File: src/rtl/antares_gpr_dbg_port.sv
// Debug access engine: halts the core, then dumps or loads a contiguous GPR range over valid/ready streams.
// Optional feature macro ANTARES_GPR_DBG_CHECKSUM_EN appends a running-XOR checksum word to every transfer.
//
// state | meaning
// IDLE  | waiting for a command, cmd_ready high
// HALT  | halt_req high, waiting for halt_ack or the timeout
// DUMP  | streaming GPR[idx] on out_*
// LOAD  | writing in_data into GPR[idx]
// CSUM  | checksum word out (dump) or in (load), checksum build only
// DONE  | core released, done pulse
module antares_gpr_dbg_port #(
  parameter int unsigned HALT_TIMEOUT = 255
) (
  input  logic        clk_i,
  input  logic        rst_n_i,
  input  logic        cmd_valid_i,
  output logic        cmd_ready_o,
  input  logic        cmd_write_i,
  input  logic [4:0]  cmd_first_i,
  input  logic [4:0]  cmd_last_i,
  output logic        halt_req_o,
  input  logic        halt_ack_i,
  output logic [4:0]  gpr_ra_o,
  input  logic [31:0] gpr_rd_i,
  output logic [4:0]  gpr_wa_o,
  output logic [31:0] gpr_wd_o,
  output logic        gpr_we_o,
  output logic        out_valid_o,
  input  logic        out_ready_i,
  output logic [31:0] out_data_o,
  output logic        out_last_o,
  input  logic        in_valid_i,
  output logic        in_ready_o,
  input  logic [31:0] in_data_i,
  output logic        busy_o,
  output logic        done_o,
  output logic        err_o
);

  typedef enum logic [2:0] {
    S_IDLE,
    S_HALT,
    S_DUMP,
    S_LOAD,
`ifdef ANTARES_GPR_DBG_CHECKSUM_EN
    S_CSUM,
`endif
    S_DONE
  } state_e;

  localparam logic [15:0] TMO_INIT = 16'(HALT_TIMEOUT - 1);

  state_e      state_q, state_d;
  logic        write_q, write_d;
  logic [4:0]  idx_q, idx_d;
  logic [4:0]  last_q, last_d;
  logic [15:0] tmo_q, tmo_d;
  logic [31:0] out_data_q, out_data_d;
  logic        err_q, err_d;
`ifdef ANTARES_GPR_DBG_CHECKSUM_EN
  logic [31:0] csum_q, csum_d;
`endif

  logic        at_last;
  logic [31:0] rd_word;

  assign at_last  = (idx_q == last_q);
  // In DUMP the read port looks one word ahead so the next word loads on the handshake edge.
  assign gpr_ra_o = (state_q == S_DUMP) ? idx_q + 5'd1 : idx_q;
  assign rd_word  = (gpr_ra_o == 5'd0) ? 32'd0 : gpr_rd_i;

  always_comb begin
    state_d    = state_q;
    write_d    = write_q;
    idx_d      = idx_q;
    last_d     = last_q;
    tmo_d      = tmo_q;
    out_data_d = out_data_q;
    err_d      = 1'b0;
`ifdef ANTARES_GPR_DBG_CHECKSUM_EN
    csum_d     = csum_q;
`endif
    case (state_q)
      S_IDLE: begin
        if (cmd_valid_i) begin
          if (cmd_first_i > cmd_last_i) begin
            err_d = 1'b1;
          end else begin
            write_d = cmd_write_i;
            idx_d   = cmd_first_i;
            last_d  = cmd_last_i;
            tmo_d   = TMO_INIT;
            state_d = S_HALT;
`ifdef ANTARES_GPR_DBG_CHECKSUM_EN
            csum_d  = 32'd0;
`endif
          end
        end
      end
      S_HALT: begin
        if (halt_ack_i) begin
          state_d = write_q ? S_LOAD : S_DUMP;
          if (!write_q) out_data_d = rd_word;
        end else if (tmo_q == 16'd0) begin
          err_d   = 1'b1;
          state_d = S_IDLE;
        end else begin
          tmo_d = tmo_q - 16'd1;
        end
      end
      S_DUMP: begin
        if (out_ready_i) begin
`ifdef ANTARES_GPR_DBG_CHECKSUM_EN
          csum_d = csum_q ^ out_data_q;
`endif
          if (at_last) begin
`ifdef ANTARES_GPR_DBG_CHECKSUM_EN
            state_d    = S_CSUM;
            out_data_d = csum_q ^ out_data_q;
`else
            state_d    = S_DONE;
`endif
          end else begin
            idx_d      = idx_q + 5'd1;
            out_data_d = rd_word;
          end
        end
      end
      S_LOAD: begin
        if (in_valid_i) begin
`ifdef ANTARES_GPR_DBG_CHECKSUM_EN
          csum_d = csum_q ^ in_data_i;
`endif
          if (at_last) begin
`ifdef ANTARES_GPR_DBG_CHECKSUM_EN
            state_d = S_CSUM;
`else
            state_d = S_DONE;
`endif
          end else begin
            idx_d = idx_q + 5'd1;
          end
        end
      end
`ifdef ANTARES_GPR_DBG_CHECKSUM_EN
      S_CSUM: begin
        if (write_q) begin
          if (in_valid_i) begin
            err_d   = (in_data_i != csum_q);
            state_d = S_DONE;
          end
        end else if (out_ready_i) begin
          state_d = S_DONE;
        end
      end
`endif
      S_DONE:  state_d = S_IDLE;
      default: state_d = S_IDLE;
    endcase
  end

  always_ff @(posedge clk_i or negedge rst_n_i) begin
    if (!rst_n_i) begin
      state_q    <= S_IDLE;
      write_q    <= 1'b0;
      idx_q      <= 5'd0;
      last_q     <= 5'd0;
      tmo_q      <= 16'd0;
      out_data_q <= 32'd0;
      err_q      <= 1'b0;
`ifdef ANTARES_GPR_DBG_CHECKSUM_EN
      csum_q     <= 32'd0;
`endif
    end else begin
      state_q    <= state_d;
      write_q    <= write_d;
      idx_q      <= idx_d;
      last_q     <= last_d;
      tmo_q      <= tmo_d;
      out_data_q <= out_data_d;
      err_q      <= err_d;
`ifdef ANTARES_GPR_DBG_CHECKSUM_EN
      csum_q     <= csum_d;
`endif
    end
  end

  assign cmd_ready_o = (state_q == S_IDLE);
  assign busy_o      = (state_q != S_IDLE);
  assign done_o      = (state_q == S_DONE);
  assign err_o       = err_q;
  assign out_data_o  = out_data_q;

`ifdef ANTARES_GPR_DBG_CHECKSUM_EN
  assign halt_req_o  = (state_q == S_HALT) || (state_q == S_DUMP) ||
                       (state_q == S_LOAD) || (state_q == S_CSUM);
  assign out_valid_o = (state_q == S_DUMP) || ((state_q == S_CSUM) && !write_q);
  assign out_last_o  = (state_q == S_CSUM) && !write_q;
  assign in_ready_o  = (state_q == S_LOAD) || ((state_q == S_CSUM) && write_q);
`else
  assign halt_req_o  = (state_q == S_HALT) || (state_q == S_DUMP) || (state_q == S_LOAD);
  assign out_valid_o = (state_q == S_DUMP);
  assign out_last_o  = (state_q == S_DUMP) && at_last;
  assign in_ready_o  = (state_q == S_LOAD);
`endif

  // r0 is hard-wired, so its load word is consumed without a write.
  assign gpr_we_o = (state_q == S_LOAD) && in_valid_i && (idx_q != 5'd0);
  assign gpr_wa_o = (state_q == S_LOAD) ? idx_q : 5'd0;
  assign gpr_wd_o = (state_q == S_LOAD) ? in_data_i : 32'd0;

endmodule
File: config.mk
export PLATFORM = sky130hd
export DESIGN_NAME = antares_gpr_dbg_port
export DESIGN_NICKNAME = d
export VERILOG_FILES = /design/src/rtl/antares_gpr_dbg_port.sv
export SDC_FILE = /design/constraint.sdc
export NUM_CORES = 1
export LEC_CHECK = 0
export CAP_MARGIN = 20
export CORE_UTILIZATION = 45
export CTS_CLUSTER_DIAMETER = 60
export DETAILED_ROUTE_END_ITERATION = 12
export PLACE_DENSITY = 0.87
export SLEW_MARGIN = 20
export SYNTH_ARGS = -nofsm -noshare
export SYNTH_HDL_FRONTEND = slang
export SYNTH_SLANG_ARGS = --single-unit
File: constraint.sdc
create_clock -name clk_i -period 3.93 [get_ports clk_i]
set_input_delay 0.786 -clock clk_i [delete_from_list [all_inputs] [get_ports clk_i]]
set_output_delay 0.786 -clock clk_i [all_outputs]
set_load 0.05 [all_outputs]
==> metrics.yaml <==
grt_max_degree: 48
antenna_found_initial: 0
dieArea_um2: 8170
worst_setup_path_end_kind: "output port"
cts_buffers: 9
hp-class: "flip-flop to flip-flop"
drt-total-wl_mm: 10.2
dpl_worst_slack_ns: 0.679
die_w_um: 90.4
grt_usage: 0.253
area_growth_pct: 53.6
leakagePower_nw: 2.32
cts_tree: "yes"
reg2reg_depth: 5
yosysSeqAreaShare: 0.449
place_inst: 594
max_cap_violations: 0
vias_per_cell: 5.59
skew_ns: 0.0103
syn_inst: 353
cts_resized: 0
synth_seq_cells: 63
vias: 3409
final_antenna_net_count: 0
htreeDepth: 3
rows: 31
post-cts-setup-buffer-count: 0
min_period_over_period: 0.931
drt_first_pass_iters: 4
gp_congestion: 0.946
fin_crit_ns: 3.66
hold_depth: 1
yosysTopAreaCell: "dfrtp_1"
core_um2: 7410
worstPathMaxFanout: 11
yosysWarnings: 0
final_layout_size_suffix_gt1_frac: 0.0822
vdd_ir_drop_max_v: 0.000582
ys_top_cells_by_count: "dfrtp_1, and3_1, a22o_1, nand2_1"
gr-total-overflow: 0
dp_hpwl_mm: 7.67
p_per_area_nw_per_um2: 798
clock-sinks: 63
hold_violations: 0
slew_headroom: 0.369
slew_viol_final: 0
grt_pass1_vias: 3287
synthDistinctLibCells: 59
start_util: 0.474
clkTransAtPathRegs_ns: 0.07
async_flop_share: 1.00
boundaryPins: 164
cp.required_ns: 3.14
final_nets: 596
synth.net_count: 443
drt-initial-drc-count: 211
rsz0062_at_grt: "false"
cts.hold.buffers_added: 0
clock_latency_ns: 0.35
critPathLaunchType: "flip-flop"
fin_cells: 610
tns_ns: 0
status: "complete, no violations"
grt_pass1_wl_mm: 16.5
wl_per_cell_um: 16.7
io_buffers: 163
cp.arrival_ns: 2.87
clock_path_buffers: 2
nFillCells: 530
syn_area_per_cell_um2: 9.96
worst_pin_slew_ns: 0.946
fin_ws_ns: 0.272
syn_area_um2: 3510
die_h_um: 90.4
synth_top_cell_area_share: 0.449
synth_area_leaders: "dfrtp_1, a22o_1, and3_1"
cts_root_buf: "clkbuf_8"
synth_edf_count: 0
drc: 0
synth.most_common_cell: "dfrtp_1"
ys.flop_type: "dfrtp_1"
crit_type: "flip-flop to output port"
setup_violations: 0
clock.fmax_ghz: 0.273
finalPower_mw: 4.31
n_antenna_cell: 0
[power by group]
part	leakage [nW]	internal, mW	total, mW	switching (mW)
Clock	0.0956	0.293	0.567	0.273
Combinational	1.45	0.977	2.62	1.64
Sequential	0.773	0.898	1.12	0.223
[metrics by stage]
step	instance area [µm²]	hold slack, ns	utilization
6_report	5400	0.507	0.729
5_1_grt	5400	0.526	0.729
4_1_cts	5400	0.510	0.729
3_5_place_dp	5200	0.493	0.702
3_3_place_gp	5200	0.479	0.702
2_1_floorplan	3510	0.451	-
[worst max-delay path: stages (launching register included)]
cell and delay, ns:
dfrtp_1 0.52, or3b_1 0.55, nor3_1 0.47, or2_2 0.19
clkdlybuf4s50_1 0.80
[sequential cells by signal, summed over array words and instances, names as in the netlist]
register	cells
write_q	1
last_q	5
err_o	1
state_q	3
tmo_q	16
idx_q	5
out_data_o	32
[layout by cell type, fill, tap and decap left out, types with 2 or more instances in the layout]
| cell type | netlist | routed |
|---|---|---|
| nor2b_1 | 3 | 2 |
| o211ai_1 | 2 | 2 |
| nand2b_1 | 4 | 4 |
| nor2_1 | 18 | 18 |
| a31oi_1 | 10 | 10 |
| a22o_1 | 33 | 33 |
| nand3_1 | 6 | 6 |
| nand4_1 | 2 | 2 |
| clkinvlp_4 | 0 | 2 |
| clkbuf_8 | 0 | 9 |
| o2bb2a_1 | 2 | 2 |
| inv_1 | 9 | 9 |
| and3_1 | 39 | 39 |
| or3_1 | 3 | 3 |
| nor3b_1 | 3 | 3 |
| mux2i_1 | 3 | 3 |
| nand3b_1 | 2 | 2 |
| o22ai_1 | 5 | 5 |
| dfrtp_1 | 63 | 63 |
| o21ai_0 | 10 | 10 |
| mux2_2 | 7 | 7 |
| nor4_1 | 3 | 3 |
| a21o_1 | 5 | 5 |
| o21ai_1 | 2 | 2 |
| buf_4 | 0 | 4 |
| nand2_1 | 21 | 21 |
| xnor2_1 | 7 | 7 |
| o21a_1 | 5 | 5 |
| o31ai_1 | 2 | 2 |
| clkinv_2 | 0 | 2 |
| ha_1 | 9 | 9 |
| nor3_1 | 7 | 7 |
| nor4b_1 | 2 | 2 |
| clkdlybuf4s50_1 | 0 | 162 |
| or2_2 | 2 | 2 |
| o221a_2 | 2 | 2 |
| inv_2 | 2 | 2 |
| and2_1 | 5 | 5 |
| a21oi_1 | 8 | 8 |
[cell families (layout without fill, tap and decap cells)]
kind of cell             Yosys count  count (layout)  synth area share
buffers and inverters             37             195            0.0473
AO/OA/AOI/OAI                    100             100             0.218
AND/OR/NAND/NOR                  127             127             0.206
multiplexers                      10              10            0.0310
XOR/XNOR                           7               7            0.0174
flip-flops                        63              63             0.449
adder cells (fa/ha/maj)            9               9            0.0320
[routing by layer]
| metal | GRT usage | wire [µm] | share of wire |
|---|---|---|---|
| met1 | 0.303 | 4040 | 0.40 |
| met3 | 0.0606 | 674 | 0.066 |
| met2 | 0.436 | 5170 | 0.51 |
| met4 | 0.103 | 265 | 0.026 |
| met5 | 0 | 0 | 0 |
[area by class of cell]
class,count,area (µm²),area share
inverters,11,41.3,0.00765
repair buffers,168,1680,0.311
multi-input cells,253,1780,0.330
flip-flops and latches,63,1580,0.292
clock inverters,7,72.6,0.0134
well taps,99,124,0.0229
clock buffers,9,124,0.0229
[path summary, 6_finish.rpt]
path                                from        endpoint  slack, ns
max                           state_q[1]     gpr_ra_o[4]       0.27
min                        out_data_o[0]   out_data_o[0]       0.51
max reg2reg                   state_q[1]  out_data_o[29]       1.34
min reg2reg                out_data_o[0]   out_data_o[0]       0.51
max in group asynchronous        rst_n_i  out_data_o[15]       2.52
min in group asynchronous        rst_n_i        tmo_q[3]       0.59
Note: power is estimated with default switching activity, not from simulation.
